--- config.mk ---
export PLATFORM = sky130hd
export DESIGN_NAME = vc_flit_requester
export DESIGN_NICKNAME = d
export VERILOG_FILES = /design/src/rtl/vc_flit_requester.sv
export SDC_FILE = /design/constraint.sdc
export NUM_CORES = 1
export LEC_CHECK = 0
export ABC_AREA = 1
export CORE_UTILIZATION = 38
export DETAILED_ROUTE_END_ITERATION = 12
export MAX_ROUTING_LAYER = met4
export PLACE_DENSITY = 0.65
export SETUP_SLACK_MARGIN = 0.05
export SYNTH_ARGS = -nofsm -noshare
export SYNTH_HDL_FRONTEND = slang
export SYNTH_SLANG_ARGS = --single-unit
--- constraint.sdc ---
create_clock -name clk -period 7.31 [get_ports clk]
set_input_delay 0.731 -clock clk [delete_from_list [all_inputs] [get_ports clk]]
set_output_delay 0.731 -clock clk [all_outputs]
set_load 0.01 [all_outputs]
--- src/rtl/vc_flit_requester.sv ---
// Per-VC input buffering and request generation for the two-way router arbiter.
// Forwards granted packets through a registered output stage and holds the packet lock from head to tail.
module vc_flit_requester #(
  parameter int FLIT_W = 34,
  parameter int DEPTH  = 4
) (
  input  logic              clk,
  input  logic              rst,
  input  logic [1:0]        in_valid_i,
  input  logic [FLIT_W-1:0] in_flit_i,
  output logic [1:0]        in_ready_o,
  output logic [1:0]        req_o,
  input  logic [1:0]        grant_i,
  output logic              out_valid_o,
  output logic [FLIT_W-1:0] out_flit_o,
  output logic              out_vc_o,
  input  logic              out_ready_i,
  output logic              err_o
);
  localparam int PW = $clog2(DEPTH);
  localparam logic [1:0] T_HEAD = 2'b01;
  localparam logic [1:0] T_TAIL = 2'b10;

  typedef enum logic {IDLE, LOCKED} state_e;

  state_e                  state_q;
  logic                    lock_vc_q;
  logic                    out_valid_q;
  logic [FLIT_W-1:0]       out_flit_q;
  logic                    out_vc_q;
  logic                    err_q;

  logic [1:0]              empty, full, is_head, is_bad, push, pop, disc, sel, g;
  logic [1:0][FLIT_W-1:0]  head_flit;
  logic                    ld, lock_pop, load;
  logic                    out_vc_d;
  logic [FLIT_W-1:0]       out_flit_d;
  logic [1:0]              load_type;

  // Each VC owns a circular buffer; a count of DEPTH means full.
  for (genvar v = 0; v < 2; v++) begin : g_fifo
    logic [FLIT_W-1:0] mem_q [DEPTH];
    logic [PW-1:0]     wr_ptr_q, rd_ptr_q;
    logic [PW:0]       cnt_q;

    assign empty[v]     = (cnt_q == '0);
    assign full[v]      = (cnt_q == (PW+1)'(DEPTH));
    assign head_flit[v] = mem_q[rd_ptr_q];

    always_ff @(posedge clk) begin
      if (push[v]) mem_q[wr_ptr_q] <= in_flit_i;
    end

    always_ff @(posedge clk) begin
      if (rst) begin
        wr_ptr_q <= '0;
        rd_ptr_q <= '0;
        cnt_q    <= '0;
      end else begin
        if (push[v]) wr_ptr_q <= wr_ptr_q + 1'b1;
        if (pop[v])  rd_ptr_q <= rd_ptr_q + 1'b1;
        case ({push[v], pop[v]})
          2'b10:   cnt_q <= cnt_q + 1'b1;
          2'b01:   cnt_q <= cnt_q - 1'b1;
          default: cnt_q <= cnt_q;
        endcase
      end
    end

    // Bit FLIT_W-2 set marks HEAD or HEAD_TAIL, the only legal packet starts.
    assign is_head[v] = ~empty[v] & head_flit[v][FLIT_W-2];
    assign is_bad[v]  = ~empty[v] & ~head_flit[v][FLIT_W-2];
  end

  assign in_ready_o = {2{~rst}} & ~full;
  assign push[0]    = in_valid_i[0] & in_ready_o[0];
  assign push[1]    = in_valid_i[1] & in_ready_o[1] & ~push[0];

  assign ld    = ~out_valid_q | out_ready_i;
  assign req_o = {2{~rst & (state_q == IDLE) & ld}} & is_head;
  assign g     = grant_i & req_o;
  assign sel   = {g[1] & ~g[0], g[0]};
  assign disc  = (state_q == IDLE) ? {is_bad[1] & ~is_bad[0], is_bad[0]} : 2'b00;

  assign lock_pop = (state_q == LOCKED) & ld & ~empty[lock_vc_q];
  assign pop[0]   = sel[0] | disc[0] | (lock_pop & ~lock_vc_q);
  assign pop[1]   = sel[1] | disc[1] | (lock_pop & lock_vc_q);

  assign load       = (|sel) | lock_pop;
  assign out_vc_d   = lock_pop ? lock_vc_q : sel[1];
  assign out_flit_d = head_flit[out_vc_d];
  assign load_type  = out_flit_d[FLIT_W-1 -: 2];

  always_ff @(posedge clk) begin
    if (rst) begin
      state_q     <= IDLE;
      lock_vc_q   <= 1'b0;
      out_valid_q <= 1'b0;
      out_flit_q  <= '0;
      out_vc_q    <= 1'b0;
      err_q       <= 1'b0;
    end else begin
      // Out-of-place starts inside a packet are forwarded but still flagged.
      err_q <= (|disc) | (lock_pop & load_type[0]);
      if (load) begin
        out_valid_q <= 1'b1;
        out_flit_q  <= out_flit_d;
        out_vc_q    <= out_vc_d;
      end else if (out_ready_i) begin
        out_valid_q <= 1'b0;
      end
      case (state_q)
        IDLE: begin
          if ((|sel) && load_type == T_HEAD) begin
            state_q   <= LOCKED;
            lock_vc_q <= out_vc_d;
          end
        end
        LOCKED: begin
          if (lock_pop && load_type == T_TAIL) state_q <= IDLE;
        end
        default: state_q <= IDLE;
      endcase
    end
  end

  assign out_valid_o = out_valid_q;
  assign out_flit_o  = out_flit_q;
  assign out_vc_o    = out_vc_q;
  assign err_o       = err_q;
endmodule

Word level (Yosys, flattened, before mapping)
Memory sizes are Yosys's and may differ from the RTL's. A register that Yosys moved wholly into a read port is not among the register bits. Index checks and enable logic that the tools add are counted.

Memories kept: 2. Input port bits: 41. Memory bits (writable): 272. Bits in registers: 53.

Bitwise gates (word level): 39. Equal/unequal tests: 8. Reductions and logical operators: 10. Mux-type cells: 21. Add/subtract/negate cells: 8. Order comparisons: 2.

Memories: g_fifo[0].mem_q (words 4, bits a word 34, rd ports 1, clocked after memory_dff 1, wr ports 1, RTL line 42) `logic [FLIT_W-1:0] mem_q [DEPTH];`; g_fifo[1].mem_q (words 4, bits a word 34, rd ports 1, clocked after memory_dff 1, wr ports 1, RTL line 42).

Operators with widths (count): 34-bit two-way mux (2); 1-bit bitwise AND (16); 1-bit NOT (12); 3-bit case mux with 2 select lines (2); 1-bit two-way mux (11); 2-bit two-way mux (5); 2-bit by 1-bit adder with 2-bit output (second input constant) (4); 1-bit bitwise OR (7); 3-bit by 1-bit adder with 3-bit output (second input constant) (2); 2-bit bitwise AND (3); 2-bit by 1-bit equality test with 1-bit output (second input constant) (3); 2-bit equality test (second input constant) (3); 3-bit equality test (second input constant) (2); 3-bit logical NOT (2); 2-bit nonzero test (3); 3-bit by 1-bit subtractor with 3-bit output (second input constant) (2); 1-bit by 2-bit less-than comparator with 1-bit output (second input constant) (2); 2-bit OR reduction (2); 1-bit logical AND (2); 2-bit NOT (1); 1-bit case mux with 2 select lines (1); 2-bit AND reduction (1).

Logic depth before layout (Yosys ltp)
Gate-level depths: netlist of the first run.

Depth in word-level cells: 14. Mapped depth: 16.

Least setup slack after synthesis of the first run
No wires, ideal clock.

Kind: input-to-reg. Start point: input rst. End point: memory g_fifo[1].mem_q[0][0], enable pin. Required time: 6.885 ns. Arrival time: 2.882 ns. Stages: 5. Buffers on the path: 1. Library setup time: 0.425 ns. Setup slack: 4.003 ns. Cells stage by stage: buf_6 a31oi_1 nand2_1 nand3_1 nor2_1.

Cells in the longest elaborated chain, start to end: 7.

RTL lines: start, declared (RTL line 8) `input logic rst,`; 1-bit NOT (RTL line 75) `assign in_ready_o = {2{~rst}} & ~full;`; 2-bit bitwise AND (RTL line 75); net in_ready_o[0] (RTL line 11) `output logic [1:0] in_ready_o,`; 1-bit bitwise AND (RTL line 76) `assign push[0] = in_valid_i[0] & in_ready_o[0];`; 1-bit NOT (RTL line 77) `assign push[1] = in_valid_i[1] & in_ready_o[1] & ~push[0];`; 1-bit bitwise AND (RTL line 77); 1-bit two-way mux (RTL line 51) `if (push[v]) mem_q[wr_ptr_q] <= in_flit_i;`; 1-bit two-way mux (implied by the code) (RTL line 51); end, declared (RTL line 42).

The timed path passes the listed nets, and every way through them passes these cells.

==> results of run 1 <==
how the worst max path moves through the flow:
stage | start | endpoint | slack [ns] | cells past startpoint
detailed placement | rst | g_fifo[1].mem_q[0][19] | 3.37 | 6
CTS | flop | req_o[1] | 3.45 | 8
global placement | rst | g_fifo[1].mem_q[3][19] | 3.46 | 6
global route | flop | req_o[1] | 3.19 | 8
finish | flop | req_o[1] | 3.46 | 8
floorplan | rst | g_fifo[1].mem_q[0][0] | 4.00 | 5
power by group through the flow:
| stage | sequential (uW) | combinational (uW) | clock [uW] |
|---|---|---|---|
| 3_3_place_gp | 2300 | 1280 | 0 |
| 3_5_place_dp | 2310 | 1310 | 0 |
| 6_report | 2270 | 1300 | 1620 |
| 4_1_cts | 2270 | 1310 | 1650 |
| 5_1_grt | 2280 | 1460 | 1730 |
| 2_1_floorplan | 2330 | 847 | 0 |
worst register-to-register path, delay by kind of cell, from the launching register on:
family,cells,cell delay [ns]
buf+inv,3,1.22
simple gates,7,0.92
fa+ha+maj,2,0.56
compound gates,4,0.45
flops,1,0.31
cells in the final DEF, fill, tap and decap left out, drive strengths merged:
cell	instances
clkinvlp	1
o211ai	1
o22ai	34
clkdlybuf4s50	80
a21oi	53
clkbuf	47
dfxtp	57
ha	10
nand3	13
buf	11
nand4	1
nor2	155
xor2	1
fa	2
nand3b	1
o21ai	152
a31oi	2
edfxtp	272
nand2	157
inv	79
a32o	32
clkinv	11
nor3	2
logic make-up (layout without fill, tap and decap cells):
kind of cell	after synthesis	count (layout)	share of synthesized area (%)
buf+inv	137	229	4.53
xor+xnor	1	1	0.0673
compound gates	274	274	12.2
simple gates	329	329	10.4
fa+ha+maj	12	12	1.27
flops	329	329	71.5
area by class of cell:
| cell class | instances | area share, % |
|---|---|---|
| repair buffers | 91 | 5.77 |
| well taps | 448 | 3.67 |
| multi-input cells | 616 | 20.8 |
| flip-flops and latches | 329 | 61.0 |
| clock buffers | 47 | 6.22 |
| inverters | 76 | 1.90 |
| clock inverters | 15 | 0.623 |
registers in the layout, summed over array words and instances (netlist names), named ones only:
name             count
g_fifo.cnt_q         6
err_o                1
state_q              1
g_fifo.mem_q       272
out_flit_o          34
lock_vc_q            1
g_fifo.wr_ptr_q      4
out_valid_o          1
out_vc_o             1
g_fifo.rd_ptr_q      4
through the flow:
stage	setup WS (ns)	util [%]
floorplan	4.00	-
global placement	3.46	42.3
detailed placement	3.37	42.3
CTS	3.45	45.4
global route	3.19	45.4
finish	3.46	45.4
routing by layer:
layer	GRT usage [%]	up-vias
li1	-	3969
met1	21.7	3983
met2	25.4	220
met3	2.33	42
met4	5.11	0
met5	-	-
==> impl_results.md, run 1 <==
* Total power at 5190 uW
* Synth area leader: edfxtp_1
* Synth async-reset ratio at 0%
* Critical Path End Type: primary output
* Number of global-route vias before repair at 8080
* CP max stage delay at 0.60 ns
* Met1 WL at 13000 um
* Kind of critical path: reg -> out
* Worst VDD drop at 0.168 mV
* First-pass DRT Iterations at 5
* EDFF count, synth at 272
* Clock transition at the registers of the reported paths at 0.06 ns
* Multi-input gate area in the final layout at 3170 um^2
* Fin crit share at 52.6%
* Leakage at 0.00542 uW
* Cell variety after synth at 33
* Cell chain of the critical path: buf_4 > inv_2 > nand2_1 > nand3_1 > nand2_2 > nand2_4 > inv_1 > clkdlybuf4s50_1
* Switching Share at 30.7%
* First-pass GRT wire length at 43700 um
* Area Overhead vs Synth at 17.3%
* Post-synth top cells: edfxtp_1, nand2_1, nor2_1
* Tightest Pin Transition at 1.13 ns
* Worst hold endpoint: g_fifo[0].rd_ptr_q[1]
* Die W at 187 um
* Post-DP HPWL at 15000 um
* Vias/cell at 5.06
* Synth area leaders: edfxtp_1, dfxtp_1, nand2_1, nor2_1, o21ai_0
* PwrDens at 340 nW/um^2
* # clock sinks at 329
* Worst path bufs/invs at 4
* Met3 Wirelength at 1210 um
* Crit path DAT at 3.12 ns
* CTS max path bufs at 3
* Worst-path maximum fanout at 69
* Post-route ant nets at 0
* Fin crit period at 3.85 ns
* Clock Latency Late Sink at 0.51 ns
* Synth Warn # at 0
* Setup Skew at 0.00850 ns
* Clock share of power at 31.2%
* Status: finished clean
* Total Wirelength at 27400 um
* Port Buffers at 81
* Worst setup SP type: flop
* CTS buffer count at 34
* Cell count after placement at 1560
* Syn_area_per_cell at 12.0 um^2
* Sequential cell area at 9310 um^2
* GPL Wtd Cong at 0.796
* R2r worst-path depth at 16
* CTS tree: done
* Synth top area share at 62.8%
* Layout Nets at 1201
* Max Fclk at 0.260 GHz
* Via count at 8214
* Hold crit path type: reg -> reg
* R2R Setup Slk at 3.73 ns
* Hold path depth at 2
* Hold slack at 0.468 ns
* Row cnt at 67
* Drt initial violations at 561
* Seq pwr share at 43.7%
* Endpoints failing setup at 0
* Pin count of the biggest net entering global routing at 70
* Sw power at 1590 uW
* CTS root buf: clkbuf_16
* Initial antenna violation count at 0
* Gate power share at 25.1%
* Antenna cells at 0
* Cts hold-fix bufs at 0
* Postcts setup bufs at 0
* Worst path top cell family by delay: buffers and inverters
* Synth Flop Type: edfxtp_1
* Starting Density at 38.7%
* Max-slew violations at 0
* IO Count at 82
* Total global routing overflow at 0
* Syn nets at 1135
* Mapped cell area at 13000 um^2
* Die area at 35000 um^2
* Post-route cell area at 15300 um^2
* DRC Markers at 0
* Total Neg Setup Slack at 0 ns
* HP Start: g_fifo[0].rd_ptr_q[1]
* Fillers at 3019
* Share of the yosys chip area belonging to registers at 71.5%
* Unrepaired setup endpoints after global routing: no
* Critical Path RT at 6.58 ns
* Syn Inst Count at 1082
* Met2 wire len at 12700 um
* CTS H-tree lvls at 2
* Post-CTS sizing at 0
* Endpoints failing hold at 0
* Top layer in use: met4
* Count leader, synth: edfxtp_1
* Post-route insts no fill at 1622
* Crit path max-delay cell type: inv_2
* Internal cell power at 3600 uW
* GRT Overall Usage at 16.2%
* Seq cells post-synth at 329
* Worst slew margin at 24.3%
* WL per Instance at 16.9 um
* Layout cells sized above 1 at 8.09%
* Dpl cell area at 14200 um^2
* Die Y-Extent at 187 um
* Core footprint at 33600 um^2
* Max cap viols at 0
* R2R Path End: g_fifo[1].cnt_q[2]
No activity file was read; power rests on OpenSTA's default activity.
==> inputs of run 2 (changes only) <==
==> constraint.sdc (replaced) <==
create_clock -name clk -period 3.6 [get_ports clk]
set_input_delay 0.36 -clock clk [delete_from_list [all_inputs] [get_ports clk]]
set_output_delay 0.36 -clock clk [all_outputs]
set_load 0.01 [all_outputs]
==> impl_results.md, run 2 (synthesis results as in run 1) <==
* Clock Latency Late Sink at 0.52 ns (about the same)
* Max cap viols at 0 (unchanged)
* Sw power at 3280 uW (+110%)
* Drt initial violations at 591 (+5.3%)
* Internal cell power at 7640 uW (+110%)
* Postcts setup bufs at 0 (unchanged)
* Tightest Pin Transition at 0.805 ns (-0.328 ns)
* Endpoints failing hold at 0 (unchanged)
* Max Fclk at 0.366 GHz
* GPL Wtd Cong at 0.830 (+4.2%)
* Fillers at 3023 (+0.13%)
* Top reg by flops: g_fifo.mem_q
* Layout Nets at 1215 (+1.2%)
* Seq pwr share at 42.7% (-1.0 points)
* Area Overhead vs Synth at 19.3%
* Crit path DAT at 2.37 ns (-0.75 ns)
* Die Y-Extent at 187 um (unchanged)
* Number of global-route vias before repair at 8295 (+2.7%)
* Fin crit share at 75.8%
* Die W at 187 um (unchanged)
* Gate power share at 24.3% (-0.8 points)
* CTS H-tree lvls at 2 (unchanged)
* PwrDens at 704 nW/um^2 (+110%)
* Max reg flops at 272 (unchanged)
* CTS max path bufs at 3 (unchanged)
* Row cnt at 67 (unchanged)
* Total Wirelength at 29000 um (+5.6%)
* Fin crit period at 2.73 ns
* Multi-input gate area in the final layout at 3170 um^2 (unchanged)
* Worst VDD drop at 0.333 mV (+98%)
* Total Neg Setup Slack at 0 ns (unchanged)
* Post-route ant nets at 0 (unchanged)
* Starting Density at 38.7% (unchanged)
* Setup Skew at 0.0194 ns (+0.0109 ns)
* Total global routing overflow at 0 (unchanged)
* Kind of critical path: reg -> out
* Most frequent cells in the layout: edfxtp_1, nand2_1, nor2_1
* Leakage at 0.00554 uW (+2.2%)
* Pin count of the biggest net entering global routing at 69 (-1.4%)
* Cell count after placement at 1572 (+0.77%)
* Dpl cell area at 14300 um^2 (+0.90%)
* GRT Overall Usage at 17.3% (+1.1 points)
* Clock transition at the registers of the reported paths at 0.06 ns (about the same)
* CTS root buf: clkbuf_16
* First-pass GRT wire length at 46200 um (+5.8%)
* Post-route cell area at 15500 um^2 (+1.7%)
* Critical Path End Type: primary output
* Status: finished clean
* Switching Share at 30.0% (-0.62 points)
* DRC Markers at 0 (unchanged)
* Unrepaired setup endpoints after global routing: no
* Commonest non-fill, non-tap cell in the layout: edfxtp_1
* Hold crit path type: in -> reg
* CTS buffer count at 36 (+5.9%)
* First-pass DRT Iterations at 5 (unchanged)
* Post-CTS sizing at 0 (unchanged)
* Total power at 10900 uW (+110%)
* Post-route insts no fill at 1638 (+0.99%)
* Post-DP HPWL at 16700 um (+11%)
* Sequential cell area at 9310 um^2 (unchanged)
* IO Count at 82 (unchanged)
* Hold slack at 0.348 ns (-0.120 ns)
* Via count at 8376 (+2.0%)
* Worst-path maximum fanout at 20 (-71%)
* Core footprint at 33600 um^2 (unchanged)
* Critical Path RT at 3.24 ns (-3.34 ns)
* Die area at 35000 um^2 (unchanged)
* Port Buffers at 81 (unchanged)
* CTS tree: done
* Initial antenna violation count at 1 (+1)
* Cts hold-fix bufs at 0 (unchanged)
* Max-slew violations at 0 (unchanged)
* Vias/cell at 5.11 (+0.98%)
* Worst setup SP type: flop
* Worst slew margin at 46.4% (+22 points)
* WL per Instance at 17.7 um (+4.6%)
* Endpoints failing setup at 0 (unchanged)
* Clock share of power at 33.0% (+1.8 points)
* Layout cells sized above 1 at 9.00% (+0.91 points)
* # clock sinks at 329 (unchanged)
[run 2: cell types whose count changed in the layout (fill, tap and decap cells not counted), sizes merged]
cell	previous run	this run
buf	11	23
bufinv	0	2
clkbuf	47	55
clkinv	11	7
diode	0	1
inv	79	76
[run 2: final cells by class]
type | instances | share of cell area [%]
flip-flops and latches | 329 | 60.0
diodes | 1 | 0.0161
multi-input cells | 616 | 20.4
well taps | 448 | 3.61
clock buffers | 55 | 6.80
inverters | 76 | 1.87
repair buffers | 103 | 6.50
clock inverters | 10 | 0.766
[run 2: final timing paths]
path	start	endpoint	slack [ns]	cells after the start
setup / recovery	flop	req_o[0]	0.87	7
hold / removal	rst	g_fifo[1].cnt_q[1]	0.35	2
setup reg to reg	flop	g_fifo[1].cnt_q[2]	0.89	15
hold reg to reg	g_fifo[1].rd_ptr_q[1]	g_fifo[1].rd_ptr_q[1]	0.48	2
[run 2: power groups by stage]
stage	Sequential (uW)	Clock [uW]	Combinational [uW]
3_5_place_dp	4750	0	2670
5_1_grt	4710	3830	2980
2_1_floorplan	4740	0	1720
6_report	4670	3610	2660
3_3_place_gp	4740	0	2620
4_1_cts	4670	3680	2690
[run 2: per-layer routing]
metal,routed length (um),global-route usage [%]
met2,14000,28.6
met1,13000,22.2
met3,1490,2.89
met4,450,4.10
met5,0,-
[run 2: stage by stage]
stage | util [%] | worst slack, ns
after floorplan | - | 0.658
after global routing | 46.2 | 0.663
after global placement | 42.7 | 0.723
after detailed placement | 42.7 | 0.689
after CTS | 46.2 | 0.821
final | 46.2 | 0.870
[run 2: critical path: stages (launching register included)]
cell and delay, ns:
dfxtp_2 0.60, nand2_1 0.11, nand2_1 0.08, nand2_1 0.05, nand2_1 0.19, inv_1 0.11
nor3_1 0.16, clkdlybuf4s50_1 0.57
==> inputs of run 3 (changes only) <==
==> constraint.sdc (replaced) <==
create_clock -name clk -period 2.64 [get_ports clk]
set_input_delay 0.264 -clock clk [delete_from_list [all_inputs] [get_ports clk]]
set_output_delay 0.264 -clock clk [all_outputs]
set_load 0.01 [all_outputs]
==> impl_results.md, run 3 (synthesis results as in run 1) <==
* Status: finished clean
* Post-DP HPWL at 16300 um (-2.4%)
* Internal cell power at 10300 uW (+35%)
* Gate power share at 25.3% (+1.0 points)
* GPL Wtd Cong at 0.788 (-5.0%)
* Die Y-Extent at 187 um (unchanged)
* HP Start: rst
* IO Count at 82 (unchanged)
* Top reg by flops: g_fifo.mem_q
* Hold crit path type: in -> reg
* Commonest non-fill, non-tap cell in the layout: edfxtp_1
* CTS max path bufs at 3 (unchanged)
* Max reg flops at 272 (unchanged)
* Worst hold endpoint: g_fifo[0].cnt_q[1]
* Leakage at 0.00561 uW (+1.3%)
* Fin crit share at 90.7%
* Worst setup SP type: flop
* WL per Instance at 17.5 um (-0.96%)
* Sequential cell area at 9310 um^2 (unchanged)
* Total Wirelength at 29000 um (-0.11%)
* Die area at 35000 um^2 (unchanged)
* Vias/cell at 5.08 (-0.67%)
* Critical Path RT at 2.38 ns (-0.86 ns)
* Crit path DAT at 2.13 ns (-0.24 ns)
* Via count at 8391 (+0.18%)
* Area Overhead vs Synth at 20.3%
* Multi-input gate area in the final layout at 3180 um^2 (+0.35%)
* Starting Density at 38.7% (unchanged)
* Fillers at 2965 (-1.9%)
* Kind of critical path: reg -> out
* R2R Path End: g_fifo[0].cnt_q[2]
* Setup Skew at 0.0180 ns (-0.00138 ns)
* Clock transition at the registers of the reported paths at 0.06 ns (about the same)
* Switching Share at 30.4% (+0.36 points)
* Postcts setup bufs at 0 (unchanged)
* DRC Markers at 0 (unchanged)
* CTS buffer count at 35 (-2.8%)
* Critical Path End Type: primary output
* Post-CTS sizing at 0 (unchanged)
* Hold path depth at 2 (unchanged)
* Worst VDD drop at 0.539 mV (+62%)
* Unrepaired setup endpoints after global routing: no
* First-pass DRT Iterations at 5 (unchanged)
* Clock Latency Late Sink at 0.52 ns (about the same)
* Tightest Pin Transition at 0.764 ns (-0.0408 ns)
* Layout Nets at 1228 (+1.1%)
* CTS root buf: clkbuf_16
* R2r worst-path depth at 15 (unchanged)
* Total global routing overflow at 0 (unchanged)
* PwrDens at 950 nW/um^2 (+35%)
* Worst slew margin at 49.1% (+2.7 points)
* Post-route ant nets at 0 (unchanged)
* Number of global-route vias before repair at 8345 (+0.60%)
* First-pass GRT wire length at 45700 um (-1.1%)
* Seq pwr share at 42.3% (-0.4 points)
* Core footprint at 33600 um^2 (unchanged)
* CTS H-tree lvls at 2 (unchanged)
* Max Fclk at 0.417 GHz
* Drt initial violations at 599 (+1.4%)
* Worst-path maximum fanout at 6 (-70%)
* Pin count of the biggest net entering global routing at 67 (-2.9%)
* Endpoints failing setup at 0 (unchanged)
* Hold slack at 0.0557 ns (-0.292 ns)
* Most frequent cells in the layout: edfxtp_1, nand2_1, nor2_1
* Endpoints failing hold at 0 (unchanged)
* Total Neg Setup Slack at 0 ns (unchanged)
* R2R Setup Slk at 0.33 ns (-0.56 ns)
* Clock share of power at 32.3% (-0.7 points)
* Port Buffers at 81 (unchanged)
* Max cap viols at 0 (unchanged)
* Sw power at 4520 uW (+38%)
* Initial antenna violation count at 2 (+1)
* Fin crit period at 2.40 ns
* Max-slew violations at 0 (unchanged)
* # clock sinks at 329 (unchanged)
* Layout cells sized above 1 at 10.5% (+1.5 points)
* GRT Overall Usage at 17.0% (-0.27 points)
* Row cnt at 67 (unchanged)
* Cts hold-fix bufs at 0 (unchanged)
* CTS tree: done
* Die W at 187 um (unchanged)
run 3: cell count changes in the layout (fill, tap and decap cells not counted), sizes merged:
cell	previous run	this run
clkinvlp	1	2
buf	23	36
inv	76	78
clkbuf	55	45
diode	1	2
nor2	155	156
clkinv	7	13
run 3: cell type report:
type | instances | area share [%]
clock buffer | 45 | 6.23
inverter | 76 | 1.86
timing repair buffer | 116 | 7.39
multi-input combinational | 617 | 20.4
antenna | 2 | 0.0320
sequential | 329 | 59.5
tap | 448 | 3.58
clock inverter | 19 | 1.05
run 3: worst max path at each step:
stage / to / cells past startpoint
after global routing: g_fifo[0].cnt_q[2] / 15
after global placement: g_fifo[1].cnt_q[2] / 16
after CTS: out_flit_o[22] / 13
after floorplan: g_fifo[1].mem_q[0][0] / 5
after detailed placement: g_fifo[1].cnt_q[2] / 16
final: req_o[0] / 7
run 3: critical path, cell delays in order, from the launching register on:
cell and delay, ns:
dfxtp_2 0.39, nand2_1 0.06, o21ai_1 0.07, nand2_1 0.06, nand2_1 0.15, inv_1 0.10, nor3_1 0.20, clkdlybuf4s50_1 0.58
run 3: layer usage:
| layer | up-vias | wire (um) | track usage [%] |
|---|---|---|---|
| met4 | 0 | 436 | 4.13 |
| met5 | - | 0 | - |
| li1 | 4027 | - | - |
| met2 | 227 | 13300 | 26.9 |
| met3 | 39 | 1630 | 2.65 |
| met1 | 4098 | 13500 | 23.1 |
run 3: power by group through the flow:
stage / clock (uW) / combinational (uW) / sequential, uW
floorplan: 0 / 2340 / 6460
global placement: 0 / 3650 / 6390
detailed placement: 0 / 3730 / 6400
CTS: 4910 / 3750 / 6290
global route: 5120 / 4220 / 6340
finish: 4810 / 3770 / 6290
run 3: through the flow:
stage                     cells  total power, uW  area (um^2)  util, %  worst slack [ns]
after floorplan            1082             8810        13000        -            -0.302
after global placement     1585            10000        14500     43.1            0.0533
after detailed placement   1585            10100        14500     43.1            0.0125
after CTS                  1649            15000        15600     46.5             0.189
after global routing       1652            15700        15600     46.5             0.102
final                      1652            14900        15600     46.5             0.244
